===== src/rtl/vpu_pkg.sv =====
// Shared constants and state encoding for the VPU destination (result write-back) port.
package vpu_pkg;

    localparam int unsigned DST_FIFO_DEPTH  = 4;
    localparam int unsigned SRAM_ADDR_WIDTH = 10;
    localparam int unsigned ELEM_CNT_WIDTH  = 8;
    localparam int unsigned OPERAND_WIDTH   = 32;

    typedef enum logic [1:0] {
        IDLE = 2'd0,
        RUN  = 2'd1,
        DONE = 2'd2
    } dst_state_t;

endpackage


===== src/rtl/vpu_dst_fifo.sv =====
// Registered result FIFO for the destination port: full/empty flags, simultaneous push/pop, flush.
module vpu_dst_fifo #(
    parameter int unsigned DEPTH = 4,
    parameter int unsigned WIDTH = 32
) (
    input  logic             clk,
    input  logic             rst_n,
    input  logic             push,
    input  logic [WIDTH-1:0] push_data,
    input  logic             pop,
    input  logic             flush,
    output logic [WIDTH-1:0] head,
    output logic             full,
    output logic             empty
);
    localparam int unsigned PW = $clog2(DEPTH);

    logic [WIDTH-1:0] mem [DEPTH];
    logic [PW:0]      wr_ptr;
    logic [PW:0]      rd_ptr;
    logic             do_push;
    logic             do_pop;

    // A push while full is only taken when the head leaves in the same cycle.
    assign do_push = push && (!full || pop);
    assign do_pop  = pop && !empty;

    assign empty = (wr_ptr == rd_ptr);
    assign full  = (wr_ptr[PW] != rd_ptr[PW]) && (wr_ptr[PW-1:0] == rd_ptr[PW-1:0]);
    assign head  = mem[rd_ptr[PW-1:0]];

    always_ff @(posedge clk or negedge rst_n) begin
        if (!rst_n) begin
            wr_ptr <= '0;
            rd_ptr <= '0;
        end else if (flush) begin
            wr_ptr <= '0;
            rd_ptr <= '0;
        end else begin
            if (do_push) wr_ptr <= wr_ptr + 1'b1;
            if (do_pop)  rd_ptr <= rd_ptr + 1'b1;
        end
    end

    always_ff @(posedge clk) begin
        if (do_push && !flush) mem[wr_ptr[PW-1:0]] <= push_data;
    end

endmodule


===== src/rtl/vpu_dst_port.sv =====
// Destination port: buffers FP results and writes them to SRAM at consecutive addresses.
// Define VPU_DST_OVERFLOW_CHK_EN to build the sticky overflow_o flag; otherwise it is tied 0.
module vpu_dst_port
    import vpu_pkg::*;
#(
    parameter int unsigned FIFO_DEPTH = DST_FIFO_DEPTH,
    parameter int unsigned ADDR_W     = SRAM_ADDR_WIDTH,
    parameter int unsigned CNT_W      = ELEM_CNT_WIDTH
) (
    input  logic                     clk,
    input  logic                     rst_n,
    input  logic                     start_i,
    input  logic [ADDR_W-1:0]        dst_addr_i,
    input  logic [CNT_W-1:0]         elem_cnt_i,
    input  logic [OPERAND_WIDTH-1:0] result_i,
    input  logic                     result_valid_i,
    output logic                     wr_en_o,
    output logic [ADDR_W-1:0]        wr_addr_o,
    output logic [OPERAND_WIDTH-1:0] wr_data_o,
    input  logic                     wr_ready_i,
    output logic                     busy_o,
    output logic                     done_o,
    output logic                     overflow_o
);
    dst_state_t         state_q;
    dst_state_t         state_d;
    logic [CNT_W-1:0]   cnt_q;
    logic [CNT_W-1:0]   acc_q;
    logic [ADDR_W-1:0]  addr_q;
    logic               fifo_full;
    logic               fifo_empty;
    logic               start_acc;
    logic               push;
    logic               wr_accept;
    logic               last_write;

    assign start_acc  = (state_q == IDLE) && start_i;
    assign push       = (state_q == RUN) && result_valid_i;
    assign wr_en_o    = (state_q == RUN) && !fifo_empty;
    assign wr_accept  = wr_en_o && wr_ready_i;
    assign last_write = wr_accept && ((acc_q + CNT_W'(1)) == cnt_q);
    assign wr_addr_o  = addr_q;
    assign busy_o     = (state_q == RUN) || (state_q == DONE);
    assign done_o     = (state_q == DONE);

    // Leftover results beyond the job count are discarded while leaving DONE.
    vpu_dst_fifo #(
        .DEPTH (FIFO_DEPTH),
        .WIDTH (OPERAND_WIDTH)
    ) u_fifo (
        .clk       (clk),
        .rst_n     (rst_n),
        .push      (push),
        .push_data (result_i),
        .pop       (wr_accept),
        .flush     (state_q == DONE),
        .head      (wr_data_o),
        .full      (fifo_full),
        .empty     (fifo_empty)
    );

    always_comb begin
        state_d = state_q;
        case (state_q)
            IDLE:    if (start_i) state_d = (elem_cnt_i == '0) ? DONE : RUN;
            RUN:     if (last_write) state_d = DONE;
            DONE:    state_d = IDLE;
            default: state_d = IDLE;
        endcase
    end

    always_ff @(posedge clk or negedge rst_n) begin
        if (!rst_n) begin
            state_q <= IDLE;
            cnt_q   <= '0;
            acc_q   <= '0;
            addr_q  <= '0;
        end else begin
            state_q <= state_d;
            if (start_acc) begin
                cnt_q  <= elem_cnt_i;
                acc_q  <= '0;
                addr_q <= dst_addr_i;
            end else if (wr_accept) begin
                acc_q  <= acc_q + CNT_W'(1);
                addr_q <= addr_q + ADDR_W'(1);
            end
        end
    end

`ifdef VPU_DST_OVERFLOW_CHK_EN
    logic overflow_q;
    logic drop;

    assign drop       = push && fifo_full && !wr_accept;
    assign overflow_o = overflow_q;

    always_ff @(posedge clk or negedge rst_n) begin
        if (!rst_n)         overflow_q <= 1'b0;
        else if (start_acc) overflow_q <= 1'b0;
        else if (drop)      overflow_q <= 1'b1;
    end
`else
    assign overflow_o = 1'b0;
    logic unused_full;
    assign unused_full = fifo_full;
`endif

endmodule


===== config.mk =====
export PLATFORM = sky130hd
export DESIGN_NAME = vpu_dst_port
export DESIGN_NICKNAME = d
export VERILOG_FILES = /design/src/rtl/vpu_pkg.sv /design/src/rtl/vpu_dst_fifo.sv /design/src/rtl/vpu_dst_port.sv
export SDC_FILE = /design/constraint.sdc
export NUM_CORES = 1
export LEC_CHECK = 0
export CAP_MARGIN = 15
export CORE_MARGIN = 2
export CORE_UTILIZATION = 25
export DETAILED_ROUTE_END_ITERATION = 6
export PLACE_DENSITY = 0.47
export SETUP_SLACK_MARGIN = 0.4
export SKIP_CTS_REPAIR_TIMING = 1
export SYNTH_ARGS = -nofsm -noshare
export SYNTH_HDL_FRONTEND = slang
export SYNTH_SLANG_ARGS = --single-unit

===== constraint.sdc =====
create_clock -name clk -period 4.16 [get_ports clk]
set_input_delay 0.624 -clock clk [delete_from_list [all_inputs] [get_ports clk]]
set_output_delay 0.624 -clock clk [all_outputs]
set_load 0.1 [all_outputs]

==> summary.md, run 1 <==
| Metric | Value |
|---|---|
| Outcome | `completed` |
| Gpl congestion | `0.745` |
| Standard-cell rows | `59` |
| Critical path class | `register to primary output` |
| Clock tree buffer depth | `2` |
| CP arrival | `2910 ps` |
| Final setup fails | `0` |
| FF-to-FF Start | `u_fifo.rd_ptr[1]` |
| Power Density | `about 800 nW/um^2` |
| HPWL after detailed placement | `~8.9 mm` |
| Routed wire per std cell | `about 17 um` |
| Die Y | `around 170 um` |
| Die span in x | `around 170 um` |
| Critical path required time | `about 3500 ps` |
| Clock transition at path regs | `70 ps` |
| Drt via density | `around 4.3` |
| Die area | `roughly 28000 sq um` |
| Final worst slack | `627 ps` |
| Core area | `26100 sq um` |
| Initial core utilization | `about a quarter` |
| Cell count after synthesis | `about 400` |
| Hold path depth | `2` |
| Max-Cap Viols | `0` |
| Antenna fix cells | `0` |
| Max-slew headroom | `33.7%` |
| Initial antenna violation count | `0` |
| Fin nets | `~560` |
| Mapped Avg Cell Area | `about 17 sq um` |
| Share of layout cells above drive strength 1 | `18.9%` |
| H-tree levels | `4` |
| Min Tclk post-route | `roughly 3500 ps` |
| CTS sink count | `approximately 160` |
| Clock Tree Root | `clkbuf_16` |
| DRC | `0` |
| Seq/Total Area, Yosys | `between 70% and 80%` |
| CTS tree | `yes` |
| Pin count of the biggest net entering global routing | `37` |
| First-pass GRT wire length | `approximately 22 mm` |
| Post-DRT Antenna Nets | `0` |
| Setup Skew | `11.9 ps` |
| RSZ-0062 raised after global routing | `false` |
| Syn Nets | `455` |
| Fmax achieved | `roughly 280 MHz` |
| Period utilisation layout | `84.9%` |
| Post-Route WL | `14.0 mm` |
| DP Area | `7950 sq um` |
| Worst-Skew Late Latency | `420 ps` |
| CP Max Fanout | `35` |
| Critical Path Start Type | `register` |
| Number of I/O pins | `a little over 100` |
| Most frequent cells in the layout | `edfxtp_1 (128), clkdlybuf4s50_1 (80), nand2_1 (46)` |
| DRT iter0 DRCs | `roughly 220` |
| Worst setup path start | `u_fifo.rd_ptr[1]` |
| Leakage power | `2.93 nW` |
| Area growth, synth to finish | `29.7%` |
| IO Port Bufs | `a little under 100` |
| Slew @ Worst Pin | `991 ps` |
| Final hold viol count | `0` |
| Finished layout cell area | `between 8000 and 9000 sq um` |
| Worst r2r path cells | `5` |
| Pre-CTS setup slack | `963 ps` |
| Worst hold path type | `register to register` |
| Fin Setup TNS | `0 ps` |
| DR vias | `between 3k and 4k` |
| Worst setup EP type | `primary output` |
| Total power | `6.90 mW` |
| VDD IR-drop max | `0.640 mV` |
| Count of cell types in the netlist | `38` |
| Most common cell after layout, fill and taps aside | `edfxtp_1` |
| GR Util All Layers | `between 10% and 20%` |
| Gr ovfl total | `0` |
| WHS | `between 500 and 600 ps` |
| Critical hold path startpoint | `cnt_q[1]` |
| Vias in the first global route | `3958` |
| Final number of max-transition violations | `0` |
| Yosys warns | `0` |
| Drt pass-1 iters | `4` |
| Synthesized area | `6620 sq um` |
| #FFs+latches synth | `162` |
| CTS buffer count | `17` |
-- worst max-delay path: stages (launching register included) --
cell and delay, ps:
dfrtp_2 980, mux4_2 370, clkdlybuf4s50_1 1140
-- path summary, 6_finish.rpt --
kind	endpoint	slack (ps)
min reg2reg	cnt_q[1]	510
max in group asynchronous	u_fifo.rd_ptr[1]	2630
min in group asynchronous	cnt_q[4]	750
min	cnt_q[1]	510
max	wr_data_o[4]	630
max reg2reg	u_fifo.mem[2][17]	1110
-- state kept, by name, summed over array words and instances, names as in the netlist --
name / count
u_fifo.mem: 128
u_fifo.rd_ptr: 3
cnt_q: 8
state_q: 2
acc_q: 8
wr_addr_o: 10
u_fifo.wr_ptr: 3
-- layout make-up --
class,count,area [sq um]
tap,335,419
sequential,162,4700
clock inverter,15,195
multi-input combinational,203,1830
clock buffer,17,425
inverter,9,33.8
fill,2521,17500
timing repair buffer,103,981
-- stage by stage --
stage                     cells  utilization (%)
after floorplan             390                -
after detailed placement    811             30.5
final                       844             32.9
after global routing        844             32.9
after global placement      811             30.5
after CTS                   843             32.9
-- where the power goes --
group / switching (mW) / total (mW) / leakage (nW) / internal, mW
Combinational: 2.24 / 3.05 / 1.04 / 0.809
Sequential: 0.248 / 2.22 / 1.59 / 1.97
Clock: 0.706 / 1.62 / 0.300 / 0.918
Total: 3.20 / 6.90 / 2.93 / 3.70
-- synthesized netlist by cell type --
cell | instances | area share [%]
edfxtp_1 | 128 | 58
nand2_1 | 46 | 2.6
dfrtp_1 | 34 | 13
mux4_2 | 32 | 11
nor2_1 | 22 | 1.2
xnor2_1 | 17 | 2.2
xor2_1 | 14 | 1.9
ha_1 | 10 | 1.9
o21ai_0 | 10 | 0.76
inv_1 | 9 | 0.51
clkbuf_1 | 7 | 0.40
nand4_1 | 7 | 0.66
buf_2 | 6 | 0.45
mux2i_1 | 5 | 0.76
nand3_1 | 5 | 0.38
and2_1 | 4 | 0.38
and3_1 | 4 | 0.38
a31oi_1 | 3 | 0.28
a21oi_1 | 2 | 0.15
and4_1 | 2 | 0.26
buf_4 | 2 | 0.23
nor3_1 | 2 | 0.15
nor4_1 | 2 | 0.19
o2111ai_1 | 2 | 0.26
o21ai_1 | 2 | 0.15
a2111oi_2 | 1 | 0.23
a311oi_1 | 1 | 0.13
a31oi_4 | 1 | 0.32
a32o_1 | 1 | 0.15
buf_1 | 1 | 0.057
conb_1 | 1 | 0.057
mux2_2 | 1 | 0.17
nand3b_1 | 1 | 0.11
nand4bb_1 | 1 | 0.17
nor4bb_1 | 1 | 0.15
o211ai_1 | 1 | 0.11
o311ai_2 | 1 | 0.25
or3_1 | 1 | 0.095
-- cells by family after synthesis --
group / share of synthesized area, %
flip-flops: 70.9
AND/OR/NAND/NOR: 6.79
multiplexers: 11.8
XOR/XNOR: 4.10
AO/OA/AOI/OAI: 2.80
buffers and inverters: 1.64
adder cells (fa/ha/maj): 1.89
other: 0.0566
-- metal layers --
layer  wire (um)  global-route usage (%)  up-vias
met2        6490                    16.5      107
li1            -                       -     1698
met1        6480                    13.8     1847
met5           0                       0        -
met3         834                    3.64       15
met4         188                    3.26        0
Note: power is estimated with default switching activity, not from simulation.
==> inputs of run 2 (changes only) <==
==> constraint.sdc (replaced) <==
create_clock -name clk -period 3.5 [get_ports clk]
set_input_delay 0.525 -clock clk [delete_from_list [all_inputs] [get_ports clk]]
set_output_delay 0.525 -clock clk [all_outputs]
set_load 0.1 [all_outputs]
==> summary.md, run 2 (synthesis gave the netlist of run 1 again) <==
| Metric | Value |
|---|---|
| Outcome | `completed` |
| Switching share of total power | `roughly 47%` |
| Initial core utilization | `between 20% and 30%` |
| Standard-cell rows | `~60` |
| Drt via density | `4.31` |
| Critical Path Start Type | `register` |
| Sw Pwr | `about 3.8 mW` |
| First-pass GRT wire length | `around 22 mm` |
| GR Util All Layers | `approximately a tenth` |
| Area growth, synth to finish | `29.3%` |
| Pin count of the biggest net entering global routing | `35` |
| Core Util, Final | `approximately a third` |
| Die area | `27800 sq um` |
| Die Y | `between 150 and 200 um` |
| Fin nets | `566` |
| DR vias | `~3.7k` |
| Reg2reg setup slack | `approximately 900 ps` |
| Die span in x | `around 170 um` |
| Power Density | `~940 nW/um^2` |
| Setup Skew | `between 8 and 9 ps` |
| Seq pwr share | `a little under a third` |
| Worst r2r path cells | `6` |
| Layout fillers | `~2.5k` |
| Clock tree buffer depth | `2` |
| Max-slew headroom | `roughly a third` |
| Clock Tree Root | `clkbuf_16` |
| Gr ovfl total | `0` |
| Total power | `8.08 mW` |
| Max-Cap Viols | `0` |
| Fin Setup TNS | `0 ps` |
| Clock transition at path regs | `about 70 ps` |
| Gpl congestion | `between 0.7 and 0.8` |
| Final hold viol count | `0` |
| Combinational power share | `46.4%` |
| Initial antenna violation count | `1` |
| Min Tclk post-route | `2810 ps` |
| Most common cell after layout, fill and taps aside | `edfxtp_1` |
| Max reg flops | `roughly 130` |
| Leakage power | `around 3.0 nW` |
| RSZ-0062 raised after global routing | `false` |
| DRC | `0` |
| CTS buffer count | `17` |
| CTS tree | `yes` |
| Critical path required time | `2970 ps` |
| Post-DRT Antenna Nets | `0` |
| CP arrival | `2280 ps` |
| Worst hold path type | `primary input to asynchronous set/reset pin` |
| CTS sink count | `~160` |
| Final number of max-transition violations | `0` |
| Final setup fails | `0` |
| Routed wire per std cell | `roughly 17 um` |
| Fmax achieved | `between 300 and 400 MHz` |
| Most frequent cells in the layout | `edfxtp_1 (128), clkdlybuf4s50_1 (64), nand2_1 (46)` |
| Area occupied by multi-input gates | `about 1800 sq um` |
| Antenna fix cells | `0` |
| WHS | `~460 ps` |
| Worst-Skew Late Latency | `430 ps` |
| Number of I/O pins | `roughly 100` |
| Final cell count without fillers | `between 800 and 900` |
| VDD IR-drop max | `0.729 mV` |
| CP Max Fanout | `34` |
| IO Port Bufs | `99` |
| Clk pwr share | `22.5%` |
| Period utilisation layout | `around four fifths` |
| Pint | `4.29 mW` |
| HPWL after detailed placement | `8.94 mm` |
| Worst setup EP type | `primary output` |
| DRT iter0 DRCs | `roughly 220` |
| Core area | `26100 sq um` |
| Share of layout cells above drive strength 1 | `between 20% and 30%` |
| FF+latch area | `4700 sq um` |
| Vias in the first global route | `roughly 3.8k` |
| Drt pass-1 iters | `4` |
| Placed cells | `between 800 and 900` |
| Slew @ Worst Pin | `about 970 ps` |
| Post-Route WL | `14.0 mm` |
| Critical path class | `register to primary output` |
| H-tree levels | `4` |
run 2: worst paths after layout:
path | from | to
max in group asynchronous | rst_n | u_fifo.rd_ptr[1]
worst min register to register | cnt_q[0] | cnt_q[0]
worst max register to register | u_fifo.wr_ptr[1] | u_fifo.mem[0][28]
worst max-delay path | u_fifo.rd_ptr[0] | wr_data_o[31]
min in group clk | cnt_q[0] | cnt_q[0]
worst min-delay path | rst_n | cnt_q[4]
run 2: power groups by stage:
stage               combinational (mW)  clock (mW)  sequential [mW]
floorplan                         2.58           0             2.90
global placement                  3.78           0             2.55
detailed placement                3.79           0             2.56
CTS                               3.80        1.87             2.52
global route                      3.94        1.95             2.55
finish                            3.75        1.82             2.52
run 2: layout make-up:
type	instances	share of cell area, %
flip-flops and latches	162	54.9
multi-input cells	203	21.4
well taps	335	4.90
repair buffers	108	11.8
inverters	9	0.395
clock buffers	17	4.97
clock inverters	14	1.68
run 2: worst max-delay path: stages (launching register included):
cell and delay, ps:
dfrtp_2 360, buf_4 590, mux4_2 630, buf_4 260
run 2: metal layers:
layer	track usage [%]	vias up	part of all wire, %
met5	0	-	0
met3	4.37	13	7.3
met4	3.04	0	1.2
li1	-	1712	-
met1	14.0	1825	46
met2	15.8	108	46
run 2: per-stage QoR:
step                area (sq um)  setup slack (ps)
floorplan                   6630               452
global placement            7990               821
detailed placement          7990               804
CTS                         8560               597
global route                8560               515
finish                      8560               694
